===== src/rtl/sl_receiver.sv =====
// sl_receiver: two-wire SL line receiver.
//
// Samples the asynchronous SL0/SL1 lines through 2-flop synchronizers. It
// decodes bit-0, bit-1 and stop events, checks odd parity and word length,
// and presents each completed word in a holding register. The register
// file/bus side takes the word with a valid/ack handshake.
//
// Optional feature macro: SL_RX_TIMEOUT_EN
//   When defined, a 16-bit stall counter aborts a word whose line code has
//   not changed for TIMEOUT_CYCLES cycles while the receiver is busy.
//   When undefined, a stalled word waits indefinitely.
//
// Ports:
//   clk           in   single clock domain
//   rst           in   synchronous active-high reset
//   SL0, SL1      in   asynchronous line inputs, idle high
//   cfg_len[5:0]  in   expected word length L (parity included)
//   cfg_wr        in   load cfg_len into L on this edge
//   rx_ack        in   consumer has taken the held word
//   rx_data[31:0] out  data bits, right-aligned, MSB received first
//   rx_bit_count  out  bits received including parity
//   rx_parity_ok  out  odd parity over all received bits
//   rx_len_err    out  bit count differs from L
//   rx_proto_err  out  an aborted word preceded this one
//   rx_valid      out  holding register full
//   rx_overrun    out  sticky: a completed word was dropped
//   rx_busy       out  a word is in progress
module sl_receiver #(
  parameter int MAX_LEN        = 32,
  parameter int TIMEOUT_CYCLES = 1024
) (
  input  logic        clk,
  input  logic        rst,
  input  logic        SL0,
  input  logic        SL1,
  input  logic [5:0]  cfg_len,
  input  logic        cfg_wr,
  input  logic        rx_ack,
  output logic [31:0] rx_data,
  output logic [5:0]  rx_bit_count,
  output logic        rx_parity_ok,
  output logic        rx_len_err,
  output logic        rx_proto_err,
  output logic        rx_valid,
  output logic        rx_overrun,
  output logic        rx_busy
);

  if (MAX_LEN < 8 || MAX_LEN > 32) begin : g_bad_max_len
    $error("sl_receiver: MAX_LEN must be in 8..32");
  end
  if (TIMEOUT_CYCLES < 1 || TIMEOUT_CYCLES > 65535) begin : g_bad_timeout
    $error("sl_receiver: TIMEOUT_CYCLES must fit the 16-bit stall counter");
  end

  localparam logic [5:0] LEN_MAX6 = 6'(MAX_LEN);

  typedef enum logic [2:0] {
    ST_IDLE,
    ST_BIT0,
    ST_BIT1,
    ST_STOP,
    ST_ERR
  } state_t;

  function automatic logic odd_parity(input logic [32:0] v);
    return ^v;
  endfunction

  // Synchronizer registers.
  logic        r_sl0_p0, r_sl0_p1;
  logic        r_sl1_p0, r_sl1_p1;
  logic [1:0]  w_code;

  state_t      r_state, w_state_nx;
  logic [32:0] r_shift, w_shift_nx;
  logic [5:0]  r_count, w_count_nx;
  logic [5:0]  r_len;
  logic        w_complete;
  logic        w_discard;
  logic        w_timeout;
  logic        r_err_pend;

  logic [31:0] r_data;
  logic [5:0]  r_bit_count;
  logic        r_parity_ok;
  logic        r_len_err;
  logic        r_proto_err;
  logic        r_valid;
  logic        r_overrun;
  logic        r_busy;

  // {s0,s1}: bit 1 is line 0, bit 0 is line 1.
  assign w_code = {r_sl0_p1, r_sl1_p1};

`ifdef SL_RX_TIMEOUT_EN
  logic [15:0] r_stall;
  logic [1:0]  r_code_d;

  assign w_timeout = r_busy && (r_stall == 16'(TIMEOUT_CYCLES));

  always_ff @(posedge clk) begin
    if (rst) begin
      r_stall  <= 16'd0;
      r_code_d <= 2'b11;
    end else begin
      r_code_d <= w_code;
      // Any line change, an idle receiver, or a fired timeout restarts the count.
      if (!r_busy || (w_code != r_code_d) || w_timeout) begin
        r_stall <= 16'd0;
      end else begin
        r_stall <= r_stall + 16'd1;
      end
    end
  end
`else
  assign w_timeout = 1'b0;
`endif

  // Next-state and shift/count decode.
  always_comb begin
    w_state_nx = r_state;
    w_shift_nx = r_shift;
    w_count_nx = r_count;
    w_complete = 1'b0;
    w_discard  = 1'b0;

    case (r_state)
      ST_IDLE: begin
        case (w_code)
          2'b01, 2'b10: begin
            if (r_count >= LEN_MAX6) begin
              // One pulse beyond the maximum word length is an overflow.
              w_state_nx = ST_ERR;
              w_discard  = 1'b1;
            end else begin
              w_state_nx = (w_code == 2'b10) ? ST_BIT1 : ST_BIT0;
              w_shift_nx = {r_shift[31:0], w_code[1]};
              w_count_nx = r_count + 6'd1;
            end
          end
          2'b00: begin
            // A stop with no bits is swallowed silently.
            w_state_nx = ST_STOP;
            w_complete = (r_count != 6'd0);
          end
          default: ;
        endcase
      end
      ST_BIT0: begin
        if (w_code == 2'b11) begin
          w_state_nx = ST_IDLE;
        end else if (w_code != 2'b01) begin
          w_state_nx = ST_ERR;
          w_discard  = 1'b1;
        end
      end
      ST_BIT1: begin
        if (w_code == 2'b11) begin
          w_state_nx = ST_IDLE;
        end else if (w_code != 2'b10) begin
          w_state_nx = ST_ERR;
          w_discard  = 1'b1;
        end
      end
      ST_STOP: begin
        if (w_code == 2'b11) begin
          w_state_nx = ST_IDLE;
        end else if (w_code != 2'b00) begin
          w_state_nx = ST_ERR;
          w_discard  = 1'b1;
        end
      end
      ST_ERR: begin
        if (w_code == 2'b11) begin
          w_state_nx = ST_IDLE;
        end
      end
      default: w_state_nx = ST_IDLE;
    endcase

    // A stall abort takes priority over whatever the line decode wanted.
    if (w_timeout) begin
      w_state_nx = ST_ERR;
      w_discard  = 1'b1;
      w_complete = 1'b0;
    end

    if (w_discard || w_complete) begin
      w_shift_nx = 33'd0;
      w_count_nx = 6'd0;
    end
  end

  always_ff @(posedge clk) begin
    if (rst) begin
      r_sl0_p0    <= 1'b1;
      r_sl0_p1    <= 1'b1;
      r_sl1_p0    <= 1'b1;
      r_sl1_p1    <= 1'b1;
      r_state     <= ST_IDLE;
      r_shift     <= 33'd0;
      r_count     <= 6'd0;
      r_len       <= 6'd8;
      r_err_pend  <= 1'b0;
      r_data      <= 32'd0;
      r_bit_count <= 6'd0;
      r_parity_ok <= 1'b0;
      r_len_err   <= 1'b0;
      r_proto_err <= 1'b0;
      r_valid     <= 1'b0;
      r_overrun   <= 1'b0;
      r_busy      <= 1'b0;
    end else begin
      // Stage p0 -> p1: metastability settling on each line.
      r_sl0_p0 <= SL0;
      r_sl0_p1 <= r_sl0_p0;
      r_sl1_p0 <= SL1;
      r_sl1_p1 <= r_sl1_p0;

      r_state <= w_state_nx;
      r_shift <= w_shift_nx;
      r_count <= w_count_nx;
      r_busy  <= (w_state_nx != ST_IDLE) || (w_count_nx != 6'd0);

      if (cfg_wr) begin
        r_len <= cfg_len;
      end

      if (w_discard) begin
        r_err_pend <= 1'b1;
      end else if (w_complete) begin
        r_err_pend <= 1'b0;
      end

      // Holding register: an ack in the completion cycle frees room for the new word.
      if (w_complete) begin
        if (!r_valid || rx_ack) begin
          r_data      <= r_shift[32:1];
          r_bit_count <= r_count;
          r_parity_ok <= odd_parity(r_shift);
          r_len_err   <= (r_count != r_len);
          r_proto_err <= r_err_pend;
          r_valid     <= 1'b1;
        end else begin
          r_overrun <= 1'b1;
        end
      end else if (rx_ack && r_valid) begin
        r_valid <= 1'b0;
      end
    end
  end

  assign rx_data      = r_data;
  assign rx_bit_count = r_bit_count;
  assign rx_parity_ok = r_parity_ok;
  assign rx_len_err   = r_len_err;
  assign rx_proto_err = r_proto_err;
  assign rx_valid     = r_valid;
  assign rx_overrun   = r_overrun;
  assign rx_busy      = r_busy;

endmodule


===== config.mk =====
export PLATFORM = sky130hd
export DESIGN_NAME = sl_receiver
export DESIGN_NICKNAME = d
export VERILOG_FILES = /design/src/rtl/sl_receiver.sv
export SDC_FILE = /design/constraint.sdc
export NUM_CORES = 1
export LEC_CHECK = 0
export BUFFER_PORTS_ARGS = -buffer_cell sky130_fd_sc_hd__buf_2
export CAP_MARGIN = 20
export CELL_PAD_IN_SITES_DETAIL_PLACEMENT = 2
export CELL_PAD_IN_SITES_GLOBAL_PLACEMENT = 2
export CORE_UTILIZATION = 32
export DETAILED_ROUTE_END_ITERATION = 7
export HOLD_SLACK_MARGIN = 0.03
export PLACE_DENSITY = 0.82
export SLEW_MARGIN = 25
export SYNTH_ARGS = -nofsm -noshare
export SYNTH_HDL_FRONTEND = slang
export SYNTH_SLANG_ARGS = --single-unit

===== constraint.sdc =====
create_clock -name clk -period 2.2 [get_ports clk]
set_clock_uncertainty 0.2 [all_clocks]
set_input_delay 0.22 -clock clk [delete_from_list [all_inputs] [get_ports clk]]
set_output_delay 0.22 -clock clk [all_outputs]
set_load 0.01 [all_outputs]

==> results of run 1 <==
[registers in the layout, indices dropped and copies added, names as in the netlist]
name and cells:
r_shift 33, rx_data 32, r_count 6, r_len 6
rx_bit_count 6, r_state 3, r_err_pend 1, r_sl0_p0 1
r_sl0_p1 1, r_sl1_p0 1, r_sl1_p1 1, rx_busy 1
rx_len_err 1, rx_overrun 1, rx_parity_ok 1, rx_proto_err 1
rx_valid 1
[metal layers]
metal  wire [microns]  part of all wire, %
met2             6276                   51
met5                0                    0
met4              353                  2.9
met3              324                  2.7
met1             5247                   43
[worst min path at each step]
stage | start | to | slack (ns)
5_1_grt | cfg_wr | r_len[3] | 0.09
6_report | cfg_wr | r_len[3] | 0.08
4_1_cts | cfg_wr | r_len[3] | 0.05
3_5_place_dp | r_sl1_p0 | r_sl1_p1 | 0.20
2_1_floorplan | SL0 | r_sl0_p0 | 0.12
3_3_place_gp | r_sl1_p0 | r_sl1_p1 | 0.21
[power groups by stage]
stage / clock [mW] / sequential (mW) / combinational, mW
2_1_floorplan: 0 / 1.83 / 0.136
3_3_place_gp: 0 / 1.83 / 0.201
3_5_place_dp: 0 / 1.83 / 0.213
4_1_cts: 1.56 / 1.79 / 0.231
5_1_grt: 1.63 / 1.79 / 0.253
6_report: 1.51 / 1.79 / 0.233
[area by class of cell]
class	instances	area share, %
Clock buffer	11	4.765
Clock inverter	5	0.7615
Inverter	4	0.2948
Multi-Input combinational cell	319	39.62
Sequential cell	97	38.20
Tap cell	172	4.225
Timing Repair Buffer	92	12.13
[stage by stage]
step | utilization [%] | std cells
global placement | 36.82 | 670
floorplan | - | 450
finish | 40.36 | 700
detailed placement | 36.82 | 670
global route | 40.36 | 700
CTS | 40.04 | 699
[cells by family (layout without fill, tap and decap cells)]
family | after synthesis | count (layout) | synth area share [%]
AO/OA/AOI/OAI | 62 | 62 | 9.386
XOR/XNOR | 40 | 40 | 8.810
adder cells (fa/ha/maj) | 6 | 6 | 1.816
buffers and inverters | 34 | 112 | 4.874
flip-flops | 97 | 97 | 46.99
multiplexers | 42 | 42 | 10.17
AND/OR/NAND/NOR | 169 | 169 | 17.95
[worst register-to-register path, delay by kind of cell, from the launching register on]
family,cells,cell delay (ns)
buf+inv,1,0.05
compound gates,1,0.11
xor+xnor,1,0.21
simple gates,4,0.89
flops,1,0.34
fa+ha+maj,1,0.27
[placed cells by master (no fill, tap or decap), types with 2 or more instances in the layout]
cell           netlist  final
nand2_1             79     79
nor2_2               0      2
nor2b_1              2      2
a31oi_1              3      3
a211oi_1             3      3
buf_4                7     25
inv_6                0      2
inv_2                0      3
mux2i_1             42     42
or2_2                4      4
xnor2_1             27     27
nand4_1              2      2
or3_1                2      2
buf_12               0      2
nor2_1              65     63
xor2_1              12     11
ha_1                 6      4
dfxtp_1             97     94
clkbuf_16            0     10
buf_2                7     55
nand3b_1             3      3
dfxtp_2              0      3
dlygate4sd3_1        0      9
nand2b_1             5      5
a21oi_1             45     45
[synthesized netlist by cell type]
cell / count
clkbuf_2: 1
nand3b_1: 3
o21ai_0: 1
nor3b_1: 1
nor4_1: 1
a31oi_1: 3
a21o_1: 1
a211o_1: 1
a2111oi_4: 1
o21ba_2: 1
buf_2: 7
a2111o_1: 1
nand2_1: 79
or2_2: 4
nor3b_2: 1
nor4_4: 1
a41o_1: 1
a311oi_1: 1
a211oi_1: 3
nor4b_4: 1
o211ai_1: 1
a21oi_1: 45
nand2_2: 1
xnor3_1: 1
ha_1: 6
buf_6: 5
and2b_1: 1
a2111oi_2: 1
nor2_1: 65
clkbuf_1: 10
nand2b_1: 5
or3_1: 2
xor2_1: 12
dfxtp_1: 97
inv_1: 4
nand4_1: 2
o32a_1: 1
xnor2_1: 27
nor2b_1: 2
buf_4: 7
mux2i_1: 42
[what timing repair did]
action                                 CTS  global route
gates resized for setup                  5             6
pin swaps                                5             5
setup endpoints to repair                1             6
gates cloned                             0             1
buffers inserted                         4             2
endpoints found under the hold margin   10             0
hold buffers                             9             0
==> results.yml, run 1 <==
sta:
  layout_setup_ws_ns: 0.02404
  setup_viol: 0
  hold_slack_ns: 0.08022
  worst_slew_pin_slew_ns: 0.4213
  rsz0062_at_grt: "true"
  relSlewSlack_pct: 71.66
  setup_tns_ns: 0
  min_period_ns: 2.176
  fmax_ghz: 0.4596
  slew_viol_final: 0
  fin_crit_sh_pct: 98.91
  hold_violations: 0
global_routing:
  use_met1_pct: 22.65
  met3_usage_pct: 2.824
  grt_use_total_pct: 19.39
  use_met2_pct: 34.53
  top_usage_layer: "met2"
  gr-total-overflow: 0
  antenna_found_initial: 0
  grt_first_pass_wirelength_mm: 19.61
  grt_start_max_net_pins: 40
  grt_pass1_vias: 3731
synth:
  synth_top_area_share_pct: 46.99
  synth_area_leaders: "dfxtp_1 47%, mux2i_1 10%, nand2_1 7.2%, nor2_1 5.9%, xnor2_1 5.7%"
  seq_area_frac_synth_pct: 46.99
  synth_seq_cells: 97
  syn_nets: 468
  syn_area_sq_um: 4133
  synthCells: 450
  synth_cell_types: 41
  yosysTopAreaCell: "dfxtp_1"
  synth_warnings: 0
  avgSynthCellArea_sq_um: 9.184
routing:
  route.detailed.drc: 0
  routed_wl_mm: 12.20
  via_per_inst: 4.777
  drt_iter0_drc: 126
  drtPass1Iterations: 4
  wl_per_cell_microns: 17.43
  vias: 3344
  ant_nets: 0
power_and_ir_drop:
  p_clk_share_pct: 42.8
  leakage_nw: 2.291
  pwr_density_cell_nw_per_um2: 693.6
  sw_frac_of_total_pct: 24.34
  peakVddDrop_mv: 0.3043
  comb_power_share_pct: 6.6
  power_mw: 3.533
  power.switching_mw: 0.8598
  seqPwrFrac_pct: 50.6
  power.internal_mw: 2.673
clocking:
  htreeDepth: 3
  numClockSinks: 97
  clock_latency_ns: 0.35
  cts_buffers: 9
  clock_path_buffers: 2
  root_buffer: "clkbuf_16"
  cts_tree: "done"
  clkTransAtPathRegs_ns: 0.07
setup_path:
  rr_worst_depth: 8
  r2r_start: "r_sl0_p1"
  critical_path_arrival_ns: 2.21
  worstSetupPathType: "flip-flop to flip-flop"
  crit_family: "simple AND/OR/NAND/NOR gates"
  slowest_delay_ns: 0.34
  regToRegEndpoint: "rx_busy"
  cp-startpoint: "r_sl0_p1"
  crit_chain: "inv_2 -> ha_4 -> nor4b_4 -> and2b_2 -> nand4_1 -> xor2_2 -> a31oi_1 -> or3_1"
  cp_max_fo: 4
  critical_path.slowest_cell: "dfxtp_2"
  cp.depth: 8
  path_buf_inv: 1
  ff2ff_setup_slack_ns: 0.02
  startpoint_type: "flip-flop"
  endpoint_kind: "flip-flop"
  cp-endpoint: "rx_busy"
  required_ns: 2.24
final_layout:
  num_antenna_cells: 0
  fin_area_sq_um: 5094
  fillers: 1403
  layout-drive-gt1-share_pct: 22.92
  nets: 541
  seq_area_sq_um: 1946
  multiInputGateArea_sq_um: 2018
  area_growth_pct: 23.25
floorplanning:
  rows: 41
  core-area_sq_um: 12620
  initial_core_util_pct: 32.75
  pin_count: 56
  fp.dieW_microns: 115.6
  die_area_sq_um: 13370
  die_y_microns: 115.6
hold_path:
  hold_depth: 2
  hold_class: "input port to flip-flop"
placed_design:
  io_buffers: 55
  dpl_cell_area_sq_um: 4647
  place_ws_ns: -0.1144
  gp_congestion: 0.7577
  place_hpwl_mm: 8.000
status:
  outcome: "completed"
flow_run:
  cap_violations: 0
Note: power is estimated with default switching activity, not from simulation.
==> run 2: changes to the inputs <==
--- a/config.mk
+++ b/config.mk
@@ -5,11 +5,13 @@
 export SDC_FILE = /design/constraint.sdc
 export NUM_CORES = 1
 export LEC_CHECK = 0
+export ABC_AREA = 0
 export BUFFER_PORTS_ARGS = -buffer_cell sky130_fd_sc_hd__buf_2
 export CAP_MARGIN = 20
 export CELL_PAD_IN_SITES_DETAIL_PLACEMENT = 2
 export CELL_PAD_IN_SITES_GLOBAL_PLACEMENT = 2
 export CORE_UTILIZATION = 32
+export CTS_BUF_LIST = sky130_fd_sc_hd__clkbuf_4 sky130_fd_sc_hd__clkbuf_8 sky130_fd_sc_hd__clkbuf_16
 export DETAILED_ROUTE_END_ITERATION = 7
 export HOLD_SLACK_MARGIN = 0.03
 export PLACE_DENSITY = 0.82
==> results.yml, run 2 (synthesis results as in run 1) <==
status:
  outcome: "completed"
sta:
  fin_crit_sh_pct: 99.09
  fmax_ghz: 0.4587
  hold_slack_ns: 0.08195
  rsz0062_at_grt: "true"
  worst_slew_pin_slew_ns: 0.4237
  min_period_ns: 2.180
  slew_viol_final: 0
  setup_viol: 0
  hold_violations: 0
  relSlewSlack_pct: 71.49
  setup_tns_ns: 0
global_routing:
  grt_start_max_net_pins: 40
  grt_pass1_vias: 3715
  gr-total-overflow: 0
  grt_use_total_pct: 19.32
  antenna_found_initial: 0
  grt_first_pass_wirelength_mm: 19.59
routing:
  route.detailed.drc: 0
  met1Wirelength_mm: 5.321
  routed_wl_mm: 12.26
  drt_iter0_drc: 125
  ant_nets: 0
  dr.max_layer_used: "met4"
  drtPass1Iterations: 4
  wl_met2_mm: 6.293
  wl_per_cell_microns: 17.51
  via_per_inst: 4.793
  route.met3.wl_microns: 295
  vias: 3355
setup_path:
  worstSetupPathType: "flip-flop to flip-flop"
  cp_max_fo: 4
  r2r_start: "r_sl0_p1"
  startpoint_type: "flip-flop"
  critical_path_arrival_ns: 2.22
  path_buf_inv: 1
  regToRegEndpoint: "rx_busy"
  crit_chain: "inv_2 -> ha_4 -> nor4b_4 -> and2b_2 -> nand4_1 -> xor2_2 -> a31oi_1 -> or3_1"
  required_ns: 2.24
  ff2ff_setup_slack_ns: 0.02
  crit_family: "simple AND/OR/NAND/NOR gates"
  cp-startpoint: "r_sl0_p1"
  critical_path.slowest_cell: "dfxtp_2"
  rr_worst_depth: 8
  slowest_delay_ns: 0.33
  endpoint_kind: "flip-flop"
power_and_ir_drop:
  power_mw: 3.546
  pwr_density_cell_nw_per_um2: 695.6
  peakVddDrop_mv: 0.3039
  leakage_nw: 2.294
final_layout:
  num_antenna_cells: 0
  area_growth_pct: 23.34
  final_common_cell: "dfxtp_1"
  final_cell_mix: "94 x dfxtp_1, 79 x nand2_1, 63 x nor2_1"
  largest_reg_flops: 33
  layout-drive-gt1-share_pct: 23.11
  nets: 541
  instances_no_fill: 700
  fillers: 1405
  top_register: "r_shift"
floorplanning:
  core-area_sq_um: 12620
  pin_count: 56
  fp.dieW_microns: 115.6
  die_y_microns: 115.6
  die_area_sq_um: 13370
  rows: 41
  initial_core_util_pct: 32.75
clocking:
  clkTransAtPathRegs_ns: 0.07
  clock_path_buffers: 2
  clock_latency_ns: 0.35
  cts_buffers: 9
  htreeDepth: 3
  cts_tree: "done"
  root_buffer: "clkbuf_16"
  numClockSinks: 97
hold_path:
  min_to: "r_len[3]"
  hp-start: "cfg_wr"
  hold_class: "input port to flip-flop"
  hold_depth: 2
placed_design:
  place_hpwl_mm: 8.000
  io_buffers: 55
  gp_congestion: 0.7577
  placedCellCount: 670
flow_run:
  cap_violations: 0
## run 2: through the flow
stage          instance area, sq um  util, %  worst slack, ns
2_1_floorplan                  4145        -         0.006226
3_3_place_gp                   4647    36.82          0.05835
3_5_place_dp                   4647    36.82          -0.1144
4_1_cts                        5056    40.07          0.01551
5_1_grt                        5097    40.39         -0.07767
6_report                       5097    40.39          0.01995
## run 2: worst max-delay path by stage
| stage | end | cells past startpoint |
|---|---|---|
| 2_1_floorplan | rx_busy | 8 |
| 3_3_place_gp | rx_busy | 8 |
| 3_5_place_dp | rx_busy | 8 |
| 4_1_cts | rx_busy | 8 |
| 5_1_grt | rx_busy | 8 |
| 6_report | rx_busy | 8 |
## run 2: report_power, final
part | internal [mW] | switching, mW
Combinational | 0.0931 | 0.140
Clock | 0.819 | 0.705
Sequential | 1.77 | 0.0148
Total | 2.69 | 0.860
## run 2: timing repair
action | in CTS | in global routing
endpoints found under the hold margin | 10 | 0
gates cloned | 0 | 1
pin swaps | 5 | 5
setup buffers | 4 | 2
endpoints found under the setup margin | 1 | 5
hold buffers | 9 | 0
gates resized for setup | 5 | 6
## run 2: cell type report
class	count	area [sq um]	area share (%)
Timing Repair Buffer	92	618.1	12.13
Tap cell	172	215.2	4.222
Clock buffer	11	246.5	4.836
Sequential cell	97	1946	38.17
Clock inverter	5	38.79	0.7609
Inverter	4	15.01	0.2946
Multi-Input combinational cell	319	2018	39.59
## run 2: metal layers
| metal | track usage, % | vias up |
|---|---|---|
| li1 | - | 1617 |
| met4 | 9.915 | 0 |
| met5 | 0 | - |
| met3 | 2.824 | 22 |
| met1 | 22.55 | 1664 |
| met2 | 34.41 | 52 |
==> run 3: changes to the inputs <==
--- a/config.mk
+++ b/config.mk
@@ -10,6 +10,7 @@
 export CAP_MARGIN = 20
 export CELL_PAD_IN_SITES_DETAIL_PLACEMENT = 2
 export CELL_PAD_IN_SITES_GLOBAL_PLACEMENT = 2
+export CORE_ASPECT_RATIO = 1.5
 export CORE_UTILIZATION = 32
 export CTS_BUF_LIST = sky130_fd_sc_hd__clkbuf_4 sky130_fd_sc_hd__clkbuf_8 sky130_fd_sc_hd__clkbuf_16
 export DETAILED_ROUTE_END_ITERATION = 7
==> results.yml, run 3 (synthesis results as in run 1) <==
routing:
  ant_nets: 0
  vias: 3313
  route.detailed.drc: 0
  routed_wl_mm: 11.25
  drtPass1Iterations: 4
  wl_per_cell_microns: 16.59
  via_per_inst: 4.886
  drt_iter0_drc: 91
setup_path:
  endpoint_kind: "flip-flop"
  critical_path_arrival_ns: 2.36
  crit_chain: "inv_2 -> ha_4 -> nor4b_4 -> and2b_2 -> a211oi_1 -> a41o_1 -> a31oi_1 -> or3_1"
  crit_family: "simple AND/OR/NAND/NOR gates"
  path_buf_inv: 1
  cp_max_fo: 4
  critical_path.slowest_cell: "a211oi_1"
  cp.depth: 8
  required_ns: 2.22
  slowest_delay_ns: 0.42
  rr_worst_depth: 8
  startpoint_type: "flip-flop"
  worstSetupPathType: "flip-flop to flip-flop"
global_routing:
  antenna_found_initial: 0
  grt_start_max_net_pins: 44
  gr-total-overflow: 0
  grt_pass1_vias: 3841
  grt_first_pass_wirelength_mm: 18.71
  grt_use_total_pct: 18.11
flow_run:
  cap_violations: 0
sta:
  worst_slew_pin_slew_ns: 0.4202
  hold_violations: 0
  slew_viol_final: 0
  fmax_ghz: 0.4267
  setup_tns_ns: -0.1433
  relSlewSlack_pct: 71.82
  hold_slack_ns: 0.04359
  fin_crit_sh_pct: 106.5
  rsz0062_at_grt: "true"
  setup_viol: 1
  layout_setup_ws_ns: -0.1433
  min_period_ns: 2.343
status:
  violations: "setup timing"
  outcome: "finished, violations left"
clocking:
  clock_latency_ns: 0.34
  cts_tree: "done"
  cts_buffers: 9
  root_buffer: "clkbuf_16"
  htreeDepth: 3
  numClockSinks: 97
  clkTransAtPathRegs_ns: 0.06
  clock_path_buffers: 2
floorplanning:
  rows: 50
  core-area_sq_um: 12510
  die_area_sq_um: 13380
  fp.dieW_microns: 94.79
  pin_count: 56
  die_y_microns: 141.2
  initial_core_util_pct: 33.03
hold_path:
  hold_class: "input port to flip-flop"
  hold_depth: 3
final_layout:
  final_common_cell: "dfxtp_1"
  layout-drive-gt1-share_pct: 21.65
  instances_no_fill: 678
  fillers: 1394
  nets: 538
  final_cell_mix: "95 x dfxtp_1, 79 x nand2_1, 64 x nor2_1"
  num_antenna_cells: 0
  fin_area_sq_um: 5024
  largest_reg_flops: 33
  area_growth_pct: 21.56
  top_register: "r_shift"
placed_design:
  io_buffers: 55
  place_hpwl_mm: 7.893
  placedCellCount: 652
  dpl_cell_area_sq_um: 4624
  gp_congestion: 0.7903
power_and_ir_drop:
  pwr_density_cell_nw_per_um2: 687.3
  peakVddDrop_mv: 0.3685
  leakage_nw: 2.272
==> run 3: final timing paths <==
| path | start | to | slack (ns) |
|---|---|---|---|
| max | r_sl0_p1 | rx_busy | -0.14 |
| min | rx_ack | rx_valid | 0.04 |
| max reg2reg | r_sl0_p1 | rx_busy | -0.14 |
| min reg2reg | r_sl0_p0 | r_sl0_p1 | 0.21 |
==> run 3: cell type report <==
class,count,area (sq um),share of cell area (%)
Clock buffer,12,254.0,5.056
Clock inverter,1,5.005,0.09963
Inverter,4,15.01,0.2989
Multi-Input combinational cell,319,2018,40.17
Sequential cell,97,1944,38.70
Tap cell,156,195.2,3.885
Timing Repair Buffer,89,591.8,11.78
==> run 3: report_power, final <==
group | internal (mW) | switching (mW)
logic | 0.0979 | 0.137
registers | 1.77 | 0.0123
clock network | 0.803 | 0.628
total | 2.67 | 0.778
==> run 3: through the flow <==
stage          util (%)  worst slack [ns]  power [mW]
6_report          40.15           -0.1433       3.453
5_1_grt           40.15           -0.2192       3.593
4_1_cts           39.94          -0.01898       3.493
3_5_place_dp      36.96           -0.1474       2.036
3_3_place_gp      36.96           0.04927       2.024
2_1_floorplan         -          0.006226       1.962
==> run 3: timing repair <==
| item | 4_1_cts | 5_1_grt |
|---|---|---|
| setup endpoints to repair | 1 | 3 |
| hold buffers | 8 | 0 |
| pin swaps | 3 | 3 |
| gates cloned | 0 | 0 |
| setup buffers | 4 | 1 |
| hold endpoints to repair | 8 | 0 |
| gates resized for setup | 5 | 4 |
==> run 3: per-layer routing <==
layer  track usage, %  wire, microns  vias up
met1            18.84           4364     1648
li1                 -              -     1613
met2            35.44           6412       40
met4            6.539            220        0
met5                0              0        -
met3            2.535            249       12
==> run 3: worst min-delay path, cell delays in order <==
cell and delay, ns:
buf_2 0.07, nand2b_1 0.16, a21oi_1 0.08
